## config.mk

```make
export PLATFORM = sky130hd
export DESIGN_NAME = spram32_ldr_flat
export DESIGN_NICKNAME = d
export VERILOG_FILES = /design/src/rtl/mb32_pkg.sv /design/src/rtl/mb32_io.sv /design/src/rtl/spram32_bsel.sv /design/src/rtl/spram32_ldr.sv /design/src/flat_wrapper.sv
export SDC_FILE = /design/constraint.sdc
export NUM_CORES = 1
export LEC_CHECK = 0
export ABC_AREA = 0
export BUFFER_PORTS_ARGS = -buffer_cell sky130_fd_sc_hd__buf_4
export CAP_MARGIN = 20
export CORE_AREA = 2 2 111 102
export DETAILED_ROUTE_END_ITERATION = 8
export DIE_AREA = 0 0 113 104
export PLACE_DENSITY = 0.8
export RECOVER_POWER = 25
export SLEW_MARGIN = 0
export SYNTH_ARGS = -nofsm -noshare
export SYNTH_HDL_FRONTEND = slang
export SYNTH_HIERARCHICAL = 1
export SYNTH_SLANG_ARGS = --single-unit
```

## constraint.sdc

```tcl
create_clock -name clk -period 2.9 [get_ports clk]
set_input_delay 0.58 -clock clk [delete_from_list [all_inputs] [get_ports clk]]
set_output_delay 0.58 -clock clk [all_outputs]
set_load 0.02 [all_outputs]
```

## src/rtl/mb32_pkg.sv

```systemverilog
// Shared definitions for the mb32_io memory bus and the byte-stream loader.
// Holds bus geometry, loader state encoding, command opcodes and the lane-mask helper.
package mb32_pkg;

    localparam int ASZ = 15;
    localparam int BSZ = ASZ + 2;

    localparam logic LDR_OP_LOAD = 1'b0;
    localparam logic LDR_OP_DUMP = 1'b1;

    typedef enum logic [2:0] {
        IDLE,
        LOAD,
        DREQ,
        DLAT,
        DSEND
    } ldr_state_e;

    // One-hot write mask selecting the little-endian byte lane.
    function automatic logic [3:0] lane_mask(input logic [1:0] lane);
        return 4'b0001 << lane;
    endfunction

endpackage

```

## src/rtl/mb32_io.sv

```systemverilog
// 32-bit single-port memory bus: word address, write data, byte write mask, read data.
// The clock is shared by master and slave and enters as an interface port.
interface mb32_io
    import mb32_pkg::*;
(
    input logic clk
);

    logic [ASZ-1:0] ai;
    logic [31:0]    vi;
    logic           we;
    logic [3:0]     bmsk;
    logic [31:0]    vo;

    modport master (input clk, output ai, output vi, output we, output bmsk, input vo);
    modport slave  (input clk, input ai, input vi, input we, input bmsk, output vo);

endinterface

```

## src/rtl/spram32_bsel.sv

```systemverilog
// Combinational little-endian byte-lane extractor: lane 0 is bits 7:0.
module spram32_bsel (
    input  logic [31:0] word_i,
    input  logic [1:0]  lane_i,
    output logic [7:0]  byte_o
);

    assign byte_o = word_i[8*lane_i +: 8];

endmodule

```

## src/rtl/spram32_ldr.sv

```systemverilog
// Byte-stream initiator on mb32_io: LOAD writes an rx byte stream with byte masks,
// DUMP reads words back and streams them out byte by byte on tx.
module spram32_ldr
    import mb32_pkg::*;
(
    input  logic           clk,
    input  logic           rst,
    input  logic           cmd_valid,
    output logic           cmd_rdy,
    input  logic           cmd_op,
    input  logic [BSZ-1:0] cmd_addr,
    input  logic [BSZ-1:0] cmd_len,
    input  logic           rx_valid,
    input  logic [7:0]     rx_data,
    output logic           rx_rdy,
    output logic           tx_valid,
    output logic [7:0]     tx_data,
    input  logic           tx_rdy,
    output logic           busy,
    output logic           done,
    mb32_io.master         b32_if
);

    ldr_state_e     state_q, state_d;
    logic [BSZ-1:0] addr_q, addr_d;
    logic [BSZ-1:0] len_q, len_d;
    logic [31:0]    word_q, word_d;
    logic [ASZ-1:0] ai_q, ai_d;
    logic [31:0]    vi_q, vi_d;
    logic           we_q, we_d;
    logic [3:0]     bmsk_q, bmsk_d;
    logic           done_q, done_d;

    logic [BSZ-1:0] addr_inc;
    logic [7:0]     lane_byte;
    logic           cmd_fire;
    logic           rx_fire;
    logic           tx_fire;

    assign addr_inc = addr_q + BSZ'(1);
    assign cmd_fire = cmd_valid & cmd_rdy;
    assign rx_fire  = rx_valid & rx_rdy;
    assign tx_fire  = tx_valid & tx_rdy;

    spram32_bsel u_bsel (
        .word_i (word_q),
        .lane_i (addr_q[1:0]),
        .byte_o (lane_byte)
    );

    // NOTE: sequential state uses non-blocking assignments so every register samples pre-edge values.
    always_ff @(posedge clk) begin
        if (rst) begin
            state_q <= IDLE;
            addr_q  <= '0;
            len_q   <= '0;
            word_q  <= '0;
            ai_q    <= '0;
            vi_q    <= '0;
            we_q    <= 1'b0;
            bmsk_q  <= '0;
            done_q  <= 1'b0;
        end else begin
            state_q <= state_d;
            addr_q  <= addr_d;
            len_q   <= len_d;
            word_q  <= word_d;
            ai_q    <= ai_d;
            vi_q    <= vi_d;
            we_q    <= we_d;
            bmsk_q  <= bmsk_d;
            done_q  <= done_d;
        end
    end

    // NOTE: every signal gets a default before the case so no path can infer a latch.
    always_comb begin
        state_d = state_q;
        addr_d  = addr_q;
        len_d   = len_q;
        word_d  = word_q;
        ai_d    = ai_q;
        vi_d    = vi_q;
        we_d    = 1'b0;
        bmsk_d  = '0;
        done_d  = 1'b0;
        case (state_q)
            IDLE: begin
                if (cmd_fire) begin
                    addr_d = cmd_addr;
                    len_d  = cmd_len;
                    if (cmd_len == '0) begin
                        done_d = 1'b1;
                    end else if (cmd_op == LDR_OP_LOAD) begin
                        state_d = LOAD;
                    end else begin
                        state_d = DREQ;
                        ai_d    = cmd_addr[BSZ-1:2];
                    end
                end
            end
            LOAD: begin
                // The cycle with len already at zero is the final write cycle.
                if (len_q == '0) begin
                    state_d = IDLE;
                end
                if (rx_fire) begin
                    ai_d   = addr_q[BSZ-1:2];
                    vi_d   = {4{rx_data}};
                    bmsk_d = lane_mask(addr_q[1:0]);
                    we_d   = 1'b1;
                    addr_d = addr_inc;
                    len_d  = len_q - BSZ'(1);
                    done_d = (len_q == BSZ'(1));
                end
            end
            DREQ: begin
                state_d = DLAT;
            end
            DLAT: begin
                word_d  = b32_if.vo;
                state_d = DSEND;
            end
            DSEND: begin
                if (tx_fire) begin
                    addr_d = addr_inc;
                    len_d  = len_q - BSZ'(1);
                    if (len_q == BSZ'(1)) begin
                        state_d = IDLE;
                        done_d  = 1'b1;
                    end else if (addr_inc[1:0] == 2'b00) begin
                        state_d = DREQ;
                        ai_d    = addr_inc[BSZ-1:2];
                    end
                end
            end
            default: begin
                state_d = IDLE;
            end
        endcase
    end

    always_comb begin
        cmd_rdy  = (state_q == IDLE);
        rx_rdy   = (state_q == LOAD) && (len_q != '0);
        tx_valid = (state_q == DSEND);
        tx_data  = (state_q == DSEND) ? lane_byte : 8'h00;
        busy     = (state_q != IDLE);
        done     = done_q;
    end

    assign b32_if.ai   = ai_q;
    assign b32_if.vi   = vi_q;
    assign b32_if.we   = we_q;
    assign b32_if.bmsk = bmsk_q;

endmodule
```

## src/flat_wrapper.sv

```systemverilog
// flat-port wrapper written by rule: the top's interface ports become plain ports
module spram32_ldr_flat import mb32_pkg::*;
  (clk, rst, cmd_valid, cmd_rdy, cmd_op, cmd_addr, cmd_len, rx_valid, rx_data, rx_rdy, tx_valid, tx_data, tx_rdy, busy, done, b32_if_ai, b32_if_vi, b32_if_we, b32_if_bmsk, b32_if_vo);
  mb32_io b32_if_i (.clk(clk));
  input  logic clk;
  input  logic rst;
  input  logic cmd_valid;
  output logic cmd_rdy;
  input  logic cmd_op;
  input  logic [BSZ-1:0] cmd_addr;
  input  logic [BSZ-1:0] cmd_len;
  input  logic rx_valid;
  input  logic [7:0] rx_data;
  output logic rx_rdy;
  output logic tx_valid;
  output logic [7:0] tx_data;
  input  logic tx_rdy;
  output logic busy;
  output logic done;
  output wire logic [$bits(b32_if_i.ai)-1:0] b32_if_ai;
  output wire logic [$bits(b32_if_i.vi)-1:0] b32_if_vi;
  output wire logic [$bits(b32_if_i.we)-1:0] b32_if_we;
  output wire logic [$bits(b32_if_i.bmsk)-1:0] b32_if_bmsk;
  input wire logic [$bits(b32_if_i.vo)-1:0] b32_if_vo;
  assign b32_if_ai = b32_if_i.ai;
  assign b32_if_vi = b32_if_i.vi;
  assign b32_if_we = b32_if_i.we;
  assign b32_if_bmsk = b32_if_i.bmsk;
  assign b32_if_i.vo = b32_if_vo;
  spram32_ldr u_core (.clk(clk), .rst(rst), .cmd_valid(cmd_valid), .cmd_rdy(cmd_rdy), .cmd_op(cmd_op), .cmd_addr(cmd_addr), .cmd_len(cmd_len), .rx_valid(rx_valid), .rx_data(rx_data), .rx_rdy(rx_rdy), .tx_valid(tx_valid), .tx_data(tx_data), .tx_rdy(tx_rdy), .busy(busy), .done(done), .b32_if(b32_if_i));
endmodule
```

==> summary.md, run 1 <==
| Metric | Value |
|---|---|
| Run status | `finished with violations` |
| Failing checks | `design-rule violations` |
| DIE AREA | `0.0118 mm²` |
| CP required | `2.32 ns` |
| Die Height | `about 100 µm` |
| CTS Sinks | `a little under 100` |
| Core ar. | `0.0106 mm²` |
| CP Buf/Inv Count | `2` |
| Slew HR | `between 20% and 30%` |
| Routability Congestion | `between 0.9 and 1` |
| Highest routed metal layer | `met4` |
| First-pass GRT wire length | `between 20 and 30 mm` |
| CP Depth | `4` |
| Worst min path class | `flop to flop` |
| Starting Density | `a little over half` |
| Worst skew pair latency | `0.35 ns` |
| Ports | `about 150` |
| Final ANT Viol Nets | `0` |
| Initial antenna violation count | `0` |
| Die X | `about 110 µm` |
| Yosys reg bits | `98` |
| Post-synthesis xor/xnor area fraction | `2.52%` |
| Setup bufs post-CTS | `0` |
| Place WS | `around 0.56 ns` |
| Yosys warns | `6` |
| Hold buffer count at cts | `0` |
| Slowest stage delay, CP | `between 0.5 and 0.6 ns` |
| Peak VDD IR | `around 470 µV` |
| ANT cells | `0` |
| GRT overflow | `0` |
| Period utilization | `approximately nine tenths` |
| Area Overhead vs Synth | `20.3%` |
| Synthesized cell area | `~0.0056 mm²` |
| PD cells | `607 mW/mm²` |
| Setup WS post-layout | `approximately 0.32 ns` |
| H-Tree Level Count | `3` |
| Wirelength, routed | `~16 mm` |
| Hold path cells | `2` |
| Post-CTS resize count | `0` |
| Slew @ Worst Pin | `1.08 ns` |
| Dpl cell area | `about 0.0066 mm²` |
| CP top delay family | `multiplexers` |
| Leak | `roughly 2.6 nW` |
| CP Capture Type | `primary output` |
| Vias per cell | `approximately 6.1` |
| Synth unique cells | `59` |
| Vias | `just under 6000` |
| R2r worst-path depth | `8` |
| Max capacitance violation total | `0` |
| WL/cell | `approximately 17 µm` |
| Final instance area | `approximately 0.0067 mm²` |
| Final #Nets | `roughly 890` |
| Metal2 WL | `approximately 7.6 mm` |
| Cell repeated most along the worst path | `buf_4` |
| Compound-Gate Fraction of Synth Area | `23.0%` |
| Critical path type | `flop to primary output` |
| CP Cell Sequence | `buf_4 -> mux4_2 -> and3_1 -> buf_4` |
| Ys async rst share | `0%` |
| Fin. Hold Viols | `0` |
| CTS tree | `done` |
| FP Rows | `36` |
| Vias in the first global route | `about 5400` |
| Synthesized instance count | `just over 700` |
| # fillers | `960` |
| CTS max path bufs | `2` |
| Largest family of logic cells by synthesized area | `simple AND/OR/NAND/NOR gates` |
| Minimum clock period | `2.58 ns` |
| Area share of fa/ha/maj cells after synthesis | `less than 1%` |
| Met3 wire length | `1.38 mm` |
| Prevailing post-synth register cell | `dfxtp_1` |
| First-pass iteration count of the detailed router | `7` |
| Largest net degree at the start of global routing | `between 100 and 150` |
| Upper clock frequency limit | `around 0.39 GHz` |
| DRC viols | `13` |
| Port bufs | `approximately 140` |
| Final slew viol count | `0` |
| Seq/Total Area, Yosys | `between 30% and 40%` |
| Post-synthesis mux area share | `under 10%` |
| Met1 Wirelength | `roughly 6.7 mm` |
| Fraction of layout cells with a size suffix above 1 | `about a fifth` |
| DP Wirelength | `roughly 11 mm` |
| Setup crit start kind | `flop` |
| # setup viols final | `0` |
| Setup TNS | `0 ns` |
| Slowest CP cell | `mux4_2` |
| RSZ-0062 raised after global routing | `false` |
| Crit Path Max Fanout | `12` |
| Worst clock skew | `around 0.012 ns` |
| Post-synth EDFFs | `0` |
| Syn Nets | `around 800` |
| Number of buffers created by CTS | `9` |
| Fin cells | `between 900 and 1000` |
| Power, Total | `between 0.004 and 0.005 W` |
| Simple-gate portion of the synthesized area | `between 20 and 25%` |
| Root Buffer | `clkbuf_16` |
| Inst Count DP | `a little over 900` |
| Post-Syn Area per Cell | `slightly below 8 µm²` |
| Worst path arrival time | `2.00 ns` |
| Clock-pin transition on the worst setup and hold timing paths | `0.07 ns` |
| DR iter-0 viols | `between 500 and 600` |
| Total Routing Usage GR | `26.9%` |
## cell usage after synthesis, drive strengths merged, types with 10 or more instances
library cell,number,share of area (%)
a21oi,78,7.0
a22oi,10,1.3
buf,43,5.1
clkbuf,45,3.1
dfxtp,98,35
nand2,115,7.7
nand2b,11,1.2
nand3,14,1.3
nand3b,11,1.5
nor2,57,3.8
nor3,19,1.7
o21ai,35,3.1
o22a,15,2.4
o22ai,12,1.3
xnor2,10,1.6
## registers in the layout, summed over array words and instances, names as in the netlist
register,cells
u_core/b32_if.vi,8
u_core/word_q,32
u_core/b32_if.ai,15
u_core/b32_if.we,1
u_core/addr_q,17
u_core/state_q,3
u_core/len_q,17
u_core/b32_if.bmsk,4
u_core/done,1
## final timing paths
check / from / slack [ns] / endpoint
worst max register to register: u_core/state_q[0] / 0.48 / u_core/b32_if.ai[13]
worst max-delay path: u_core/addr_q[0] / 0.32 / tx_data[2]
worst min-delay path: u_core/word_q[31] / 0.46 / u_core/word_q[31]
worst min register to register: u_core/word_q[31] / 0.46 / u_core/word_q[31]
## cell usage in the layout (no fill, tap or decap), types with 6 or more instances in the layout
cell type  count
nand2b_1      11
o22ai_1       12
xnor2_1       10
clkbuf_1      42
dfxtp_1       98
xor2_1         6
nor4_1         7
nand3_1       14
o221ai_1       7
o22a_1        15
mux2i_1        9
a21oi_1       78
clkbuf_16      9
nand3b_1      11
mux4_2         8
nor2_1        57
and3_1         8
nor3_1        18
inv_1          6
buf_4        127
o21ai_0       34
o32ai_1        9
a22oi_1       10
nand2_1      114
a211o_1        7
nand4_1        9
## logic make-up (layout without fill, tap and decap cells)
family,count (synthesis),after routing
AND/OR/NAND/NOR,284,284
AO/OA/AOI/OAI,202,202
flip-flops,98,98
buffers and inverters,96,191
multiplexers,17,17
XOR/XNOR,16,16
adder cells (fa/ha/maj),4,4
## metal layers
layer,track usage [%],up-vias
met2,43.8,296
met4,9.41,0
li1,-,2730
met3,5.94,45
met5,0,-
met1,35.2,2717
## worst reg2reg max path, cell delays in order (launching register included)
cell and delay [ns]:
dfxtp_1 0.66, nor2_1 0.20, nand2_1 0.11, buf_4 0.19, o22ai_1 0.08, or3b_1 0.40, buf_4 0.25, a211o_1 0.31
a21oi_1 0.12
## per-stage QoR
stage	util, %	hold WS (ns)
after floorplan	-	0.433
after global placement	61.7	0.440
after detailed placement	61.7	0.448
after CTS	64.5	0.455
after global routing	63.1	0.463
final	63.1	0.459
## final cells by class
type	count	area, µm²	share of cell area [%]
Tap cell	133	166	2.48
Inverter	8	31.3	0.467
Sequential cell	98	1960	29.3
Clock buffer	11	233	3.47
Clock inverter	5	63.8	0.952
Timing Repair Buffer	167	1100	16.5
Multi-Input combinational cell	523	3140	46.9
## power breakdown
part / leakage, nW / switching, W / internal (W)
registers: 0.798 / 0.000148 / 0.00147
clock network: 0.140 / 0.000532 / 0.000676
logic: 1.68 / 0.000743 / 0.000504
No activity file was read; power rests on OpenSTA's default activity.
==> run 2, diff against run 1 <==
PLACE_DENSITY = 0.82   (was 0.8)
SKIP_LAST_GASP = 1   (was default)
==> run 2 against run 1 <==
Effect of this change:
- the flow still finishes with violations (design-rule violations)
- count of clock-buffer cells in the layout shrank 2
- sequential cell count unchanged
- clock skew up 0.0045 ns
- die area did not move
- register-to-register slack gained 0.07 ns
- first-iteration DRC count decreased by 0.89%
- utilization grew 0.082 points
- routed wire length increased by 0.54%
- combinational power barely moved
- highest routed layer unchanged
- maximum frequency rose by 2.4%
- global-route usage decreased by 0.18 points
==> summary.md, run 2 (synthesis gave the netlist of run 1 again) <==
| Metric | Value |
|---|---|
| Run status | `finished with violations` |
| Failing checks | `design-rule violations` |
| Vias in the first global route | `roughly 5300` |
| Total Routing Usage GR | `26.7%` |
| Reg2Reg Setup Slack | `approximately 0.55 ns` |
| Max reg flops | `32` |
| Period utilization | `between 80% and 90%` |
| DP Wirelength | `~11 mm` |
| RSZ-0062 raised after global routing | `false` |
| CTS Sinks | `98` |
| Worst path arrival time | `a little under 2 ns` |
| Wirelength, routed | `roughly 16 mm` |
| CP required | `roughly 2.3 ns` |
| FP Rows | `36` |
| Area Overhead vs Synth | `20.5%` |
| PD cells | `between 600 and 700 mW/mm²` |
| Power, Total | `between 0.004 and 0.005 W` |
| GRT overflow | `0` |
| Worst min path class | `flop to flop` |
| Hold buffer count at cts | `0` |
| Post-CTS resize count | `0` |
| Max capacitance violation total | `0` |
| Slew HR | `26.7%` |
| # setup viols final | `0` |
| Die X | `113 µm` |
| Slowest CP cell | `nor4b_1` |
| Critical path type | `flop to primary output` |
| Clock-pin transition on the worst setup and hold timing paths | `0.07 ns` |
| DRC viols | `14` |
| Port bufs | `approximately 140` |
| DR iter-0 viols | `558` |
| Setup TNS | `0 ns` |
| Starting Density | `~52%` |
| Core ar. | `roughly 0.011 mm²` |
| ANT cells | `0` |
| First-pass GRT wire length | `about 26 mm` |
| CTS max path bufs | `2` |
| Top Registers | `u_core/word_q: 32 flops, u_core/addr_q: 17 flops, u_core/len_q: 17 flops` |
| First-pass iteration count of the detailed router | `8` |
| H-Tree Level Count | `3` |
| CTS tree | `done` |
| Vias per cell | `slightly above 6` |
| Leak | `between 2 and 3 nW` |
| Routability Congestion | `between 0.9 and 1` |
| Number of buffers created by CTS | `9` |
| WL/cell | `17.1 µm` |
| Die Height | `104 µm` |
| Setup crit start kind | `flop` |
| Biggest register | `u_core/word_q` |
| Minimum clock period | `~2.5 ns` |
| Setup bufs post-CTS | `0` |
| CP Capture Type | `primary output` |
| Upper clock frequency limit | `roughly 0.4 GHz` |
| Vias | `about 5700` |
| Initial antenna violation count | `0` |
| Commonest cells after routing, fill and taps aside | `126 x buf_4, 114 x nand2_1, 98 x dfxtp_1` |
| Final slew viol count | `0` |
| CP Cell Sequence | `inv_1 -> ha_1 -> nor4b_1 -> and4_1 -> nor2_1 -> buf_4` |
| Root Buffer | `clkbuf_16` |
| Ports | `145` |
| Worst clock skew | `around 0.016 ns` |
| Fin. Hold Viols | `0` |
| Fraction of layout cells with a size suffix above 1 | `approximately a fifth` |
| Peak VDD IR | `440 µV` |
| Largest net degree at the start of global routing | `112` |
| Crit Path Max Fanout | `4` |
| Slowest stage delay, CP | `0.38 ns` |
| DIE AREA | `between 0.01 and 0.015 mm²` |
| Final #Nets | `891` |
| Slew @ Worst Pin | `around 1.1 ns` |
| Worst skew pair latency | `between 0.3 and 0.4 ns` |
| Commonest non-fill, non-tap cell in the layout | `buf_4` |
| Final ANT Viol Nets | `0` |
-- run 2: metal layers --
| layer | wire length (µm) | track usage [%] |
|---|---|---|
| met5 | 0 | 0 |
| met4 | 258 | 7.75 |
| met3 | 1510 | 6.64 |
| met2 | 7770 | 43.6 |
| met1 | 6630 | 35.1 |
-- run 2: worst paths after layout --
path / startpoint / endpoint / cells after the start
setup reg to reg: u_core/len_q[1] / u_core/len_q[15] / 8
setup / recovery: u_core/len_q[1] / rx_rdy / 6
hold / removal: u_core/word_q[29] / u_core/word_q[29] / 2
hold reg to reg: u_core/word_q[29] / u_core/word_q[29] / 2
-- run 2: report_power, final --
part           switching, W  leakage [nW]  internal, W  total (W)
Combinational      0.000742          1.69     0.000504    0.00125
Sequential         0.000138         0.798      0.00147    0.00160
Clock              0.000528         0.138     0.000667    0.00120
-- run 2: cell type report --
cell class                 count  area (µm²)
timing repair buffer         167        1120
tap                          133         166
sequential                    98        1960
clock inverter                 6        67.6
multi-input combinational    523        3140
inverter                       8        31.3
clock buffer                   9         225
fill                        1007        3920
-- run 2: through the flow --
stage	cell area [µm²]	utilization, %	cells	hold WS [ns]	setup slack (ns)
after floorplan	5570	-	717	0.433	0.650
after global placement	6570	61.8	929	0.440	0.568
after detailed placement	6570	61.8	929	0.447	0.581
after CTS	6860	64.5	944	0.455	0.419
after global routing	6710	63.1	944	0.451	0.278
final	6710	63.1	944	0.455	0.379
-- run 2: critical path, delay by kind of cell (launching register included) --
family / cells / cell delay, ns
fa+ha+maj: 1 / 0.17
buf+inv: 2 / 0.30
flops: 1 / 0.33
simple gates: 3 / 0.80
==> run 3, diff against run 2 <==
clock period = 2.8 ns   (was 2.9 ns; I/O delays follow)
==> run 3 against run 2 <==
Effect of this change:
- the run still ends with design-rule violations left
- routed wire length decreased by 1.5%
- combinational power increased by 4%
- clock power increased by 13%
- non-clock buffer count decreased by 2
- cell area increased by 0.65%
- die area unchanged
- utilization increased by 0.41 points
- critical path depth unchanged
- register-to-register slack got worse by 0.09 ns
- critical path type unchanged
- largest power group unchanged
==> summary.md, run 3 (synthesis gave the netlist of run 1 again) <==
| Metric | Value |
|---|---|
| Initial antenna violation count | `0` |
| # fillers | `954` |
| Slew @ Worst Pin | `~1.1 ns` |
| H-Tree Level Count | `3` |
| WL/cell | `approximately 17 µm` |
| Post-CTS resize count | `0` |
| CTS max path bufs | `2` |
| Fraction of layout cells with a size suffix above 1 | `between 15 and 20%` |
| Vias per cell | `about 6` |
| Commonest cells after routing, fill and taps aside | `122 x buf_4, 114 x nand2_1, 98 x dfxtp_1` |
| CP Cell Sequence | `inv_1 -> ha_1 -> nor4b_1 -> and4_1 -> nor2_1 -> buf_4` |
| Launching point of the worst reg2reg path | `u_core/state_q[2]` |
| Clock-pin transition on the worst setup and hold timing paths | `approximately 0.070 ns` |
| Hold buffer count at cts | `0` |
| Reg2Reg Setup Slack | `between 0.4 and 0.5 ns` |
| Slowest stage delay, CP | `roughly 0.36 ns` |
| CP Capture Type | `primary output` |
| Met1 Use GR | `35.1%` |
| Minimum clock period | `approximately 2.4 ns` |
| Routability Congestion | `0.949` |
| RSZ-0062 raised after global routing | `false` |
| Setup bufs post-CTS | `0` |
| Grt peak-use layer | `met2` |
| Setup WS post-layout | `approximately 0.35 ns` |
| Run status | `finished with violations` |
| Area of the multi-input gates | `0.00314 mm²` |
| Die Height | `roughly 100 µm` |
| CTS tree | `done` |
| Commonest non-fill, non-tap cell in the layout | `buf_4` |
| Setup crit start kind | `flop` |
| Wirelength, routed | `between 15 and 20 mm` |
| DP Wirelength | `~11 mm` |
| Failing checks | `design-rule violations` |
| Total Routing Usage GR | `between 20% and 30%` |
| Top Registers | `u_core/word_q: 32 flops, u_core/addr_q: 17 flops, u_core/len_q: 17 flops` |
| Peak VDD IR | `~340 µV` |
| Biggest register | `u_core/word_q` |
| Worst Setup EP | `rx_rdy` |
| Largest net degree at the start of global routing | `around 110` |
| Place WS | `approximately 0.50 ns` |
| DRC viols | `14` |
| Met2 Usage GRT | `44.6%` |
| Critical path type | `flop to primary output` |
| Area Overhead vs Synth | `21.2%` |
| DIE AREA | `around 0.012 mm²` |
| Final ANT Viol Nets | `0` |
| DR iter-0 viols | `~470` |
| Leak | `approximately 2.6 nW` |
| Ports | `145` |
| First-pass iteration count of the detailed router | `8` |
| Crit. Startpoint | `u_core/len_q[1]` |
| GRT overflow | `0` |
| PD cells | `639 mW/mm²` |
| Final #Nets | `between 800 and 900` |
| Upper clock frequency limit | `~0.4 GHz` |
| Reg area | `around 0.002 mm²` |
| Fin. Hold Viols | `0` |
| CTS Sinks | `slightly below 100` |
| R2r worst-path depth | `7` |
| FP Rows | `36` |
| CP required | `around 2.2 ns` |
| Vias | `approximately 5700` |
| Die X | `around 110 µm` |
| Crit Path Max Fanout | `4` |
| ANT cells | `0` |
| Number of buffers created by CTS | `9` |
| Worst R2R End | `u_core/addr_q[9]` |
| Core ar. | `0.0106 mm²` |
| GR Util met3 | `a little under 5%` |
| Vias in the first global route | `roughly 5300` |
| Worst clock skew | `around 0.0052 ns` |
| HP Start | `rx_data[6]` |
| Slowest CP cell | `and4_1` |
| Worst skew pair latency | `0.34 ns` |
| Setup TNS | `0 ns` |
| Worst path arrival time | `about 1.9 ns` |
| Slew HR | `between 20% and 30%` |
| Period utilization | `approximately 90%` |
| Final slew viol count | `0` |
| Root Buffer | `clkbuf_16` |
| Max reg flops | `32` |
| First-pass GRT wire length | `~26 mm` |
| Max capacitance violation total | `0` |
| Port bufs | `between 100 and 150` |
| Starting Density | `52.4%` |
| Worst min path class | `primary input to flop` |
| # setup viols final | `0` |
[run 3: cell types whose count changed in the layout (fill, tap and decap cells not counted), sizes merged]
cell    change
buf         -2
bufinv      +1
clkinv      -1
inv         +1
[run 3: report_power, final]
group	switching [W]	total (W)	internal, W
Combinational	0.000762	0.00130	0.000534
Clock	0.000564	0.00136	0.000791
Sequential	0.000145	0.00166	0.00152
Total	0.00147	0.00432	0.00284
[run 3: through the flow]
step           std cells  cell area [µm²]  util [%]  hold WS (ns)  total power [W]
2_1_floorplan        717             5570         -         0.433          0.00256
3_3_place_gp         927             6580      61.9         0.440          0.00297
5_1_grt              943             6760      63.5         0.459          0.00453
6_report             943             6760      63.5         0.454          0.00432
4_1_cts              943             6910      65.0         0.449          0.00436
3_5_place_dp         927             6580      61.9         0.447          0.00300
[run 3: final cells by class]
type / instances / share of cell area (%)
Clock buffer: 9 / 3.33
Inverter: 8 / 0.463
Timing Repair Buffer: 165 / 16.7
Clock inverter: 7 / 1.50
Sequential cell: 98 / 29.0
Multi-Input combinational cell: 523 / 46.5
Tap cell: 133 / 2.46
[run 3: routing by layer]
| layer | share of wire, % | vias to the layer above |
|---|---|---|
| met5 | 0 | - |
| met4 | 1.6 | 0 |
| met3 | 7.9 | 25 |
| met2 | 49 | 251 |
| met1 | 41 | 2685 |
| li1 | - | 2722 |
[run 3: worst min-delay path by stage]
stage / end / slack, ns / cells after the start
6_report: u_core/b32_if.vi[30] / 0.45 / 3
5_1_grt: u_core/word_q[10] / 0.46 / 3
4_1_cts: u_core/b32_if.vi[30] / 0.45 / 3
3_5_place_dp: u_core/word_q[13] / 0.45 / 2
3_3_place_gp: u_core/word_q[16] / 0.44 / 2
2_1_floorplan: u_core/word_q[16] / 0.43 / 2
[run 3: critical path, delay by kind of cell, from the launching register on]
kind,cells,cell delay (ns)
AND/OR/NAND/NOR,3,0.76
buffers and inverters,2,0.29
adder cells (fa/ha/maj),1,0.16
flip-flops,1,0.34
